[config.mk]
export PLATFORM = sky130hd
export DESIGN_NAME = des_sbox_seq
export DESIGN_NICKNAME = d
export VERILOG_FILES = /design/src/rtl/des_pkg.sv /design/src/rtl/des_sbox_lut.sv /design/src/rtl/des_sbox_seq.sv
export SDC_FILE = /design/constraint.sdc
export NUM_CORES = 1
export LEC_CHECK = 0
export ABC_AREA = 1
export CORE_MARGIN = 2
export CORE_UTILIZATION = 55
export CTS_BUF_LIST = sky130_fd_sc_hd__clkbuf_16
export CTS_CLUSTER_DIAMETER = 200
export DETAILED_ROUTE_END_ITERATION = 6
export PLACE_DENSITY = 0.82
export SLEW_MARGIN = 10
export SYNTH_ARGS = -nofsm -noshare
export SYNTH_HDL_FRONTEND = slang
export SYNTH_SLANG_ARGS = --single-unit
export TNS_END_PERCENT = 30
[constraint.sdc]
create_clock -name clk -period 5.84 [get_ports clk]
set_input_delay 0.584 -clock clk [delete_from_list [all_inputs] [get_ports clk]]
set_output_delay 0.584 -clock clk [all_outputs]
set_load 0.03 [all_outputs]
[src/rtl/des_pkg.sv]
// des_pkg: shared constants for the time-multiplexed DES S-box engine.
//   - width constants for the 48-bit block, 6-bit groups, 4-bit S-box outputs, 32-bit result
//   - the eight DES S-box tables and the P permutation table (DES bit numbering)
//   - the engine FSM state type and a P-permutation helper function
package des_pkg;

    localparam int unsigned BLK_W  = 48;
    localparam int unsigned GRP_W  = 6;
    localparam int unsigned SOUT_W = 4;
    localparam int unsigned RES_W  = 32;
    localparam int unsigned N_SBOX = 8;

    typedef enum logic [1:0] {StIdle, StRun, StDone} state_e;

    // SBOX_TAB[s][r] is row r of S(s+1); column c is the nibble c places from the MSB.
    localparam logic [63:0] SBOX_TAB [N_SBOX][4] = '{
        '{64'hE4D12FB83A6C5907, 64'h0F74E2D1A6CB9538,
          64'h41E8D62BFC973A50, 64'hFC8249175B3EA06D},
        '{64'hF18E6B34972DC05A, 64'h3D47F28EC01A69B5,
          64'h0E7BA4D158C6932F, 64'hD8A13F42B67C05E9},
        '{64'hA09E63F51DC7B428, 64'hD709346A285ECBF1,
          64'hD6498F30B12C5AE7, 64'h1AD069874FE3B52C},
        '{64'h7DE3069A1285BC4F, 64'hD8B56F03472C1AE9,
          64'hA690CB7DF13E5284, 64'h3F06A1D8945BC72E},
        '{64'h2C417AB6853FD0E9, 64'hEB2C47D150FA3986,
          64'h421BAD78F9C5630E, 64'hB8C71E2D6F09A453},
        '{64'hC1AF92680D34E75B, 64'hAF427C9561DE0B38,
          64'h9EF528C3704A1DB6, 64'h432C95FABE17608D},
        '{64'h4B2EF08D3C975A61, 64'hD0B7491AE35C2F86,
          64'h14BDC37EAF680592, 64'h6BD814A7950FE23C},
        '{64'hD2846FB1A93E50C7, 64'h1FD8A374C56B0E92,
          64'h7B419CE206ADF358, 64'h21E74A8DFC90356B}
    };

    // Output bit i+1 of P takes input bit P_TAB[i] (both 1-based, bit 1 = MSB).
    localparam logic [5:0] P_TAB [RES_W] = '{
        6'd16, 6'd7,  6'd20, 6'd21, 6'd29, 6'd12, 6'd28, 6'd17,
        6'd1,  6'd15, 6'd23, 6'd26, 6'd5,  6'd18, 6'd31, 6'd10,
        6'd2,  6'd8,  6'd24, 6'd14, 6'd32, 6'd27, 6'd3,  6'd9,
        6'd19, 6'd13, 6'd30, 6'd6,  6'd22, 6'd11, 6'd4,  6'd25
    };

    function automatic logic [1:RES_W] p_perm(input logic [1:RES_W] x);
        logic [1:RES_W] y;
        for (int i = 0; i < int'(RES_W); i++) begin
            y[i+1] = x[P_TAB[i]];
        end
        return y;
    endfunction

endpackage

[src/rtl/des_sbox_lut.sv]
// des_sbox_lut: combinational lookup of one DES S-box.
//   sel  [2:0] : S-box select, 0 = S1 ... 7 = S8
//   din  [1:6] : 6-bit group, bit 1 = MSB; row = {b1,b6}, column = b2..b5
//   dout [1:4] : 4-bit S-box output, bit 1 = MSB
module des_sbox_lut
    import des_pkg::*;
(
    input  logic [2:0]        sel,
    input  logic [1:GRP_W]    din,
    output logic [1:SOUT_W]   dout
);

    logic [1:0]  row;
    logic [3:0]  col;
    logic [63:0] row_word;
    logic [5:0]  lsb;

    always_comb begin
        row      = {din[1], din[6]};
        col      = din[2:5];
        row_word = SBOX_TAB[sel][row];
        // Column 0 sits in the top nibble, so the nibble offset is (15 - col) * 4.
        lsb      = {~col, 2'b00};
        dout     = row_word[lsb +: 4];
    end

endmodule

[src/rtl/des_sbox_seq.sv]
// des_sbox_seq: time-multiplexed DES S-box substitution with optional P permutation.
//   clk, rst_n          : clock (rising edge), synchronous active-low reset
//   in_valid/in_ready   : input handshake; in_data [1:48] is the post-key-mix block
//   out_valid/out_ready : output handshake; out_data [1:32] holds the registered result
//   busy                : high while S-box steps are being evaluated
// LANES S-boxes are evaluated per cycle, so one block takes 8/LANES cycles.
module des_sbox_seq
    import des_pkg::*;
#(
    parameter int unsigned LANES = 2,
    parameter int unsigned P_EN  = 1
) (
    input  logic             clk,
    input  logic             rst_n,
    input  logic             in_valid,
    output logic             in_ready,
    input  logic [1:BLK_W]   in_data,
    output logic             out_valid,
    input  logic             out_ready,
    output logic [1:RES_W]   out_data,
    output logic             busy
);

    if (!(LANES == 1 || LANES == 2 || LANES == 4 || LANES == 8)) begin : g_bad_lanes
        $error("des_sbox_seq: LANES must be 1, 2, 4 or 8");
    end

    localparam int unsigned STEPS    = N_SBOX / LANES;
    localparam int unsigned LANE_W   = SOUT_W * LANES;
    localparam int unsigned SHIFT_IN = GRP_W * LANES;

    state_e              state_q, state_d;
    logic [2:0]          step_q, step_d;
    logic [1:BLK_W]      sreg_q, sreg_d;
    logic [1:RES_W]      acc_q, acc_d;
    logic [1:RES_W]      out_q, out_d;
    logic                valid_q, valid_d;
    logic                busy_q, busy_d;

    logic [1:LANE_W]     lane_cat;
    logic [1:RES_W]      acc_next;
    logic [1:RES_W]      result;
    logic                last_step;
    logic                accept;

    // Lane l always reads the l-th group from the top of the shift register.
    for (genvar l = 0; l < int'(LANES); l++) begin : g_lane
        logic [2:0] lane_sel;
        assign lane_sel = 3'(int'(step_q) * int'(LANES) + l);

        des_sbox_lut u_lut (
            .sel  (lane_sel),
            .din  (sreg_q[GRP_W*l+1 +: GRP_W]),
            .dout (lane_cat[SOUT_W*l+1 +: SOUT_W])
        );
    end

    // In DONE the slot frees up in the same cycle the consumer pops.
    assign in_ready = (state_q == StIdle) || ((state_q == StDone) && out_ready);
    assign accept   = in_valid && in_ready;

    always_comb begin
        acc_next  = (acc_q << LANE_W) | RES_W'(lane_cat);
        result    = (P_EN != 0) ? p_perm(acc_next) : acc_next;
        last_step = (step_q == 3'(STEPS - 1));

        state_d = state_q;
        step_d  = step_q;
        sreg_d  = sreg_q;
        acc_d   = acc_q;
        out_d   = out_q;

        unique case (state_q)
            StIdle: begin
                if (accept) begin
                    sreg_d  = in_data;
                    step_d  = 3'd0;
                    acc_d   = '0;
                    state_d = StRun;
                end
            end
            StRun: begin
                sreg_d = sreg_q << SHIFT_IN;
                acc_d  = acc_next;
                step_d = step_q + 3'd1;
                if (last_step) begin
                    step_d  = 3'd0;
                    out_d   = result;
                    state_d = StDone;
                end
            end
            StDone: begin
                if (out_ready) begin
                    out_d = '0;
                    if (in_valid) begin
                        sreg_d  = in_data;
                        step_d  = 3'd0;
                        acc_d   = '0;
                        state_d = StRun;
                    end else begin
                        state_d = StIdle;
                    end
                end
            end
            default: begin
                state_d = StIdle;
            end
        endcase

        valid_d = (state_d == StDone);
        busy_d  = (state_d == StRun);
    end

    always_ff @(posedge clk) begin
        if (!rst_n) begin
            state_q <= StIdle;
            step_q  <= 3'd0;
            sreg_q  <= '0;
            acc_q   <= '0;
            out_q   <= '0;
            valid_q <= 1'b0;
            busy_q  <= 1'b0;
        end else begin
            state_q <= state_d;
            step_q  <= step_d;
            sreg_q  <= sreg_d;
            acc_q   <= acc_d;
            out_q   <= out_d;
            valid_q <= valid_d;
            busy_q  <= busy_d;
        end
    end

    assign out_valid = valid_q;
    assign out_data  = out_q;
    assign busy      = busy_q;

endmodule

==> Word-level counts from Yosys, hierarchy flattened <==
Memory sizes are Yosys's and may differ from the RTL's.
Cells that the tools add are included.
{ "word_totals": {"ff_bits": 111, "mem_count": 2, "output_inout_bits": 35, "romBits": 4096, "input_bits": 52} }
{ "memory_table": {"columns": ["name", "words", "word_bits", "read_ports", "rd_clocked_by_memory_dff", "write_ports", "line", "text"], "rows": [
  ["(no name shown)", 8, 256, 1, 0, 0, "des_sbox_lut.sv:21", "row_word = SBOX_TAB[sel][row];"],
  ["(no name shown)", 8, 256, 1, 0, 0, "des_sbox_lut.sv:21", null]
]} }
{ "op_classes": {"addsub": 2, "mux": 31, "n_eq_ne": 9, "bitwise": 7, "n_reduce_logical": 8, "magnitude_cmp": 4, "n_shift": 2} }
{ "ops": {"columns": ["cell", "n"], "rows": [
  ["$mux 256", 4],
  ["$bmux 64 s2", 2],
  ["$mux 64", 4],
  ["$mux 48", 3],
  ["$pmux 48 s3", 1],
  ["$shiftx 64x7->4", 2],
  ["$mux 24", 3],
  ["$pmux 24 s3", 1],
  ["$mux 32", 2],
  ["$pmux 32 s2", 1],
  ["$or 32x8->32", 1],
  ["$mux 3", 4],
  ["$pmux 3 s3", 1],
  ["$ge 4x4->1 const B", 2],
  ["$ne 2x2->1 const B", 4],
  ["$not 3->4", 2],
  ["$not 4->4", 2],
  ["$add 3x1->3 const B", 2],
  ["$ge 3x3->1 const B", 2],
  ["$mux 2", 3],
  ["$not 2->3", 2],
  ["$pmux 2 s3", 1],
  ["$eq 2x1->1 const B", 2],
  ["$eq 2x2->1 const B", 2],
  ["9 further kinds", 10]
]} }

==> Depth between registers and ports, before layout <==
{ "logic_depth": {"ltp_word": 12, "ltp_mapped": 16, "depth_no_buf": 15} }

==> Cells and area by module <==
From an unflattened synthesis, not the netlist that was laid out.
{ "hier_totals": {"cells_unflattened": 2010, "hier_area_um2": 11009.3} }
{ "by_module_without_submodules": {"columns": ["module", "instances", "seq_area_each_um2", "cells_each", "area_per_inst_um2"], "rows": [
  ["des_sbox_seq", 1, 2222.1, 672, 4699.5],
  ["des_sbox_lut at g_lane[1].u_lut", 1, 0.0, 670, 3189.3],
  ["des_sbox_lut at g_lane[0].u_lut", 1, 0.0, 668, 3120.5]
]} }

==> Worst setup path before layout <==
OpenSTA, ideal clock, no wires.
{ "synth_path": {"kind": "reg2reg", "from": "reg step_q[1]", "to": "reg acc_q[29] (netlist bit)", "n_path_buf": 2, "required_time_ps": 5708, "t_arrival_ps": 2068, "stages_incl_launch_ff": 16, "setup_time_ps": 132, "path_slack_ps": 3640, "cell_sequence": "dfxtp_1 > buf_2 > inv_2 > ha_1 > inv_2 > nand2_1 > buf_2 > nand3_1 > nand2_1 > nand2_1 > nand2_1 > nand2_1 > nand3_1 > nand3_1 > nand3_1 > a21oi_1"} }
{ "synth_between": {"elab_chain_len": 11} }
{ "synth_rtl": {"columns": ["item", "line", "text"], "rows": [
  ["start: declaration", "des_sbox_seq.sv:33", "logic [2:0] step_q, step_d;"],
  ["start signal: assignment", "des_sbox_seq.sv:125", "step_q <= step_d;"],
  ["$add 3x1->3", "des_sbox_seq.sv:49", "assign lane_sel = 3'(int'(step_q) * int'(LANES) + l);"],
  ["$not 3->4 (implied by the code)", "des_sbox_lut.sv:21", null],
  ["$mem_v2 8x256", null, null],
  ["$mux 256 (implied by the code) (2 in series)", "des_sbox_lut.sv:21", null],
  ["$bmux 64 s2", "des_sbox_lut.sv:21", null],
  ["$mux 64 (implied by the code) (2 in series)", "des_sbox_lut.sv:21", null],
  ["$shiftx 64x7->4", "des_sbox_lut.sv:24", "dout = row_word[lsb +: 4];"],
  ["$or 32x8->32", "des_sbox_seq.sv:63", "acc_next = (acc_q << LANE_W) | RES_W'(lane_cat);"],
  ["$pmux 24 s3", "des_sbox_seq.sv:73", "unique case (state_q)"],
  ["end signal: assignment", "des_sbox_seq.sv:119", "acc_q <= '0;"],
  ["end signal: assignment", "des_sbox_seq.sv:127", "acc_q <= acc_d;"],
  ["end: declaration", "des_sbox_seq.sv:35", "logic [1:RES_W] acc_q, acc_d;"]
]} }
No other way between the ends. The select of a mux whose other input is x is not followed.
A chain may end at the register's enable or synchronous reset.

==> Final worst setup path <==
{ "layout_path": {"from": "reg step_q[0]", "to": "reg acc_q[31] (netlist bit)"} }
The elaborated chain is that of the path after synthesis.

==> impl_metrics.ini <==
[status]
status = finished, final reports clean

[floorplan]
dieArea_um2 = 14770
die_w_um = 121.5
fp.dieH_um = 121.5
ios = 87
rows = 42
core_area_um2 = 13350
initial_core_util = 0.5693

[timing]
fin_worst_skew_ns = 0.005603
timing.final.crit_share = 0.5315
hold_viol_final = 0
fin_tns_setup_ns = 0
finalSetupViolations = 0
min_period_ns = 3.104
finalMaxSlewViolations = 0
tightest_slew_ns = 1.051
relSlewSlack = 0.2980
max_freq_mhz = 322.1
holdWs_ns = 0.4638
rsz0062_at_grt = false

[logic_synthesis]
yosys.area.top_type_share = 0.2924
synth_fp_nets = 1361
ys_async_sr_fraction = 0
synth-seq-area-share = 0.2924
synth-seq-cells = 111
ys_warn_count = 0
synth.cells.most_frequent = 502 x nand2_1, 226 x nand3_1, 111 x dfxtp_1
yosysMostFrequentCell = nand2_1
netlist-cell-type-count = 26
synth_edf_count = 0
synth.area.top_cells = dfxtp_1 29%, nand2_1 25%, nand3_1 15%, a21oi_1 6.3%, ha_1 3.8%
syn_area_per_cell_um2 = 5.909
syn_area_um2 = 7599
synthFlopType = dfxtp_1
synth_cells = 1286
yosys.area.top_type = dfxtp_1

[routing]
drtAntennaViolNets = 0
met2_length_um = 10380
first_iter_violations = 1560
first_pass_iters = 7
top_layer_used = met4
via_per_inst = 5.965
vias = 8834
met1_length_um = 9942
wl_um = 23810
drcViolationCount = 0
avgRoutedWirePerCell_um = 16.08
met3_length_um = 2586

[finish]
fill_cells = 1287
drive_above_1_share = 0.04138
antenna_cells = 0
nNetsFinal = 1375
syn_to_final_growth_pct = 13.14

[flow_run]
drv_cap = 0

[clocking]
ctsResizeCount = 0
clk_pin_slew_ns = 0.07
cts_tree = yes
clock-sinks = 111
cts_htree_levels = 3
clock_path_buffers = 2
post_cts_buffers = 0
root_buffer = clkbuf_16
clock_latency_ns = 0.34
cts_buffers = 9
cts_hold_buf = 0

[grt]
grt_pass1_vias = 7897
grt.overflow.total = 0
antenna_found_initial = 0
grt_max_degree = 75
grt_use_total = 0.3192
grt_pass1_wl_um = 38410

[power_and_ir_drop]
power_leakage_nw = 3.699
p_per_area_nw_per_um2 = 251.3
max-vdd-ir-drop_v = 0.0002133

[setup_path]
startpoint_type = register
end_kind = register
cp-startpoint = step_q[0]
crit_fanout = 11
arrival_ns = 3.28
cp.required_ns = 6.02
r2r_start = step_q[0]
critPathKind = reg2reg

[placement]
io_buffers = 86
gp_congestion = 1.016
hpwl_um = 16030

[worst_hold_path]
min_path_type = reg2reg
min_from = acc_q[15]
==> layout by cell type (no fill, tap or decap) <==
master / instances
inv_6: 3
nor2_4: 2
o21ai_1: 24
clkdlybuf4s50_1: 86
nor2_1: 53
o21ai_2: 1
o211ai_1: 4
ha_1: 23
clkinv_4: 1
inv_2: 11
nand2_2: 3
a21oi_1: 95
clkinvlp_4: 2
nand3_1: 226
a21oi_2: 2
nand2_1: 502
o21ai_0: 42
dfxtp_1: 111
nand4_1: 5
clkinv_2: 1
o21a_1: 2
nor2_2: 4
clkinv_1: 2
clkbuf_16: 9
buf_4: 13
a31oi_1: 37
inv_1: 39
or2_2: 2
==> layer usage <==
metal	global-route usage	up-vias
li1	-	4270
met1	0.4428	3897
met2	0.4796	563
met3	0.06742	104
met4	0.1394	0
met5	0	-
==> registers in the layout (all words and copies together), names as in the netlist <==
register	flops
out_valid	1
out_data	32
state_q	2
sreg_q	48
step_q	3
acc_q	24
busy	1
==> per-stage QoR <==
step | cell area, um^2 | std cells | utilization | setup WS (ns) | power [W]
6_report | 8597 | 1481 | 0.6441 | 2.736 | 0.002161
5_1_grt | 8597 | 1481 | 0.6441 | 2.500 | 0.002279
4_1_cts | 8597 | 1481 | 0.6441 | 2.802 | 0.002141
3_5_place_dp | 8317 | 1465 | 0.6231 | 2.501 | 0.001575
3_3_place_gp | 8317 | 1465 | 0.6231 | 2.639 | 0.001573
2_1_floorplan | 7599 | 1286 | - | 3.640 | 0.001395
==> area by class of cell <==
cell class	instances	area [um^2]	area share
Sequential cell	111	2222	0.2585
Inverter	52	195.2	0.02270
Clock buffer	9	225.2	0.02620
Multi-Input combinational cell	1027	4721	0.5491
Tap cell	176	220.2	0.02561
Timing Repair Buffer	99	958.4	0.1115
Clock inverter	7	55.05	0.006404
==> logic make-up (layout without fill, tap and decap cells) <==
logic type | count (synthesis) | in the layout | share of synthesized area
buf+inv | 148 | 167 | 0.08628
flops | 111 | 111 | 0.2924
compound gates | 207 | 207 | 0.1459
simple gates | 797 | 797 | 0.4375
fa+ha+maj | 23 | 23 | 0.03787
==> where the power goes <==
group          switching (W)  leakage, nW  internal, W
Clock               0.000276        0.133     0.000294
Sequential         0.0000417        0.906     0.000798
Combinational       0.000511         2.66     0.000239
Total               0.000829         3.70      0.00133
==> final timing paths <==
path	end	slack, ns	cells after the start
max reg2reg	acc_q[31]	2.74	15
max	acc_q[31]	2.74	15
min	acc_q[15]	0.46	2
min reg2reg	acc_q[15]	0.46	2
==> critical path, stage by stage, from the launching register on <==
cell and delay [ns]:
dfxtp_1 0.62, buf_4 0.28, inv_1 0.21, ha_1 0.31, inv_1 0.30, nand3_1 0.31, nand2_1 0.15, nand2_1 0.06
nand2_1 0.08, nand2_1 0.05, nand2_1 0.13, nand3_1 0.11, nand3_1 0.11, nand2_1 0.09, nand2_1 0.08, a21oi_1 0.08
No activity file was read; power rests on OpenSTA's default activity.
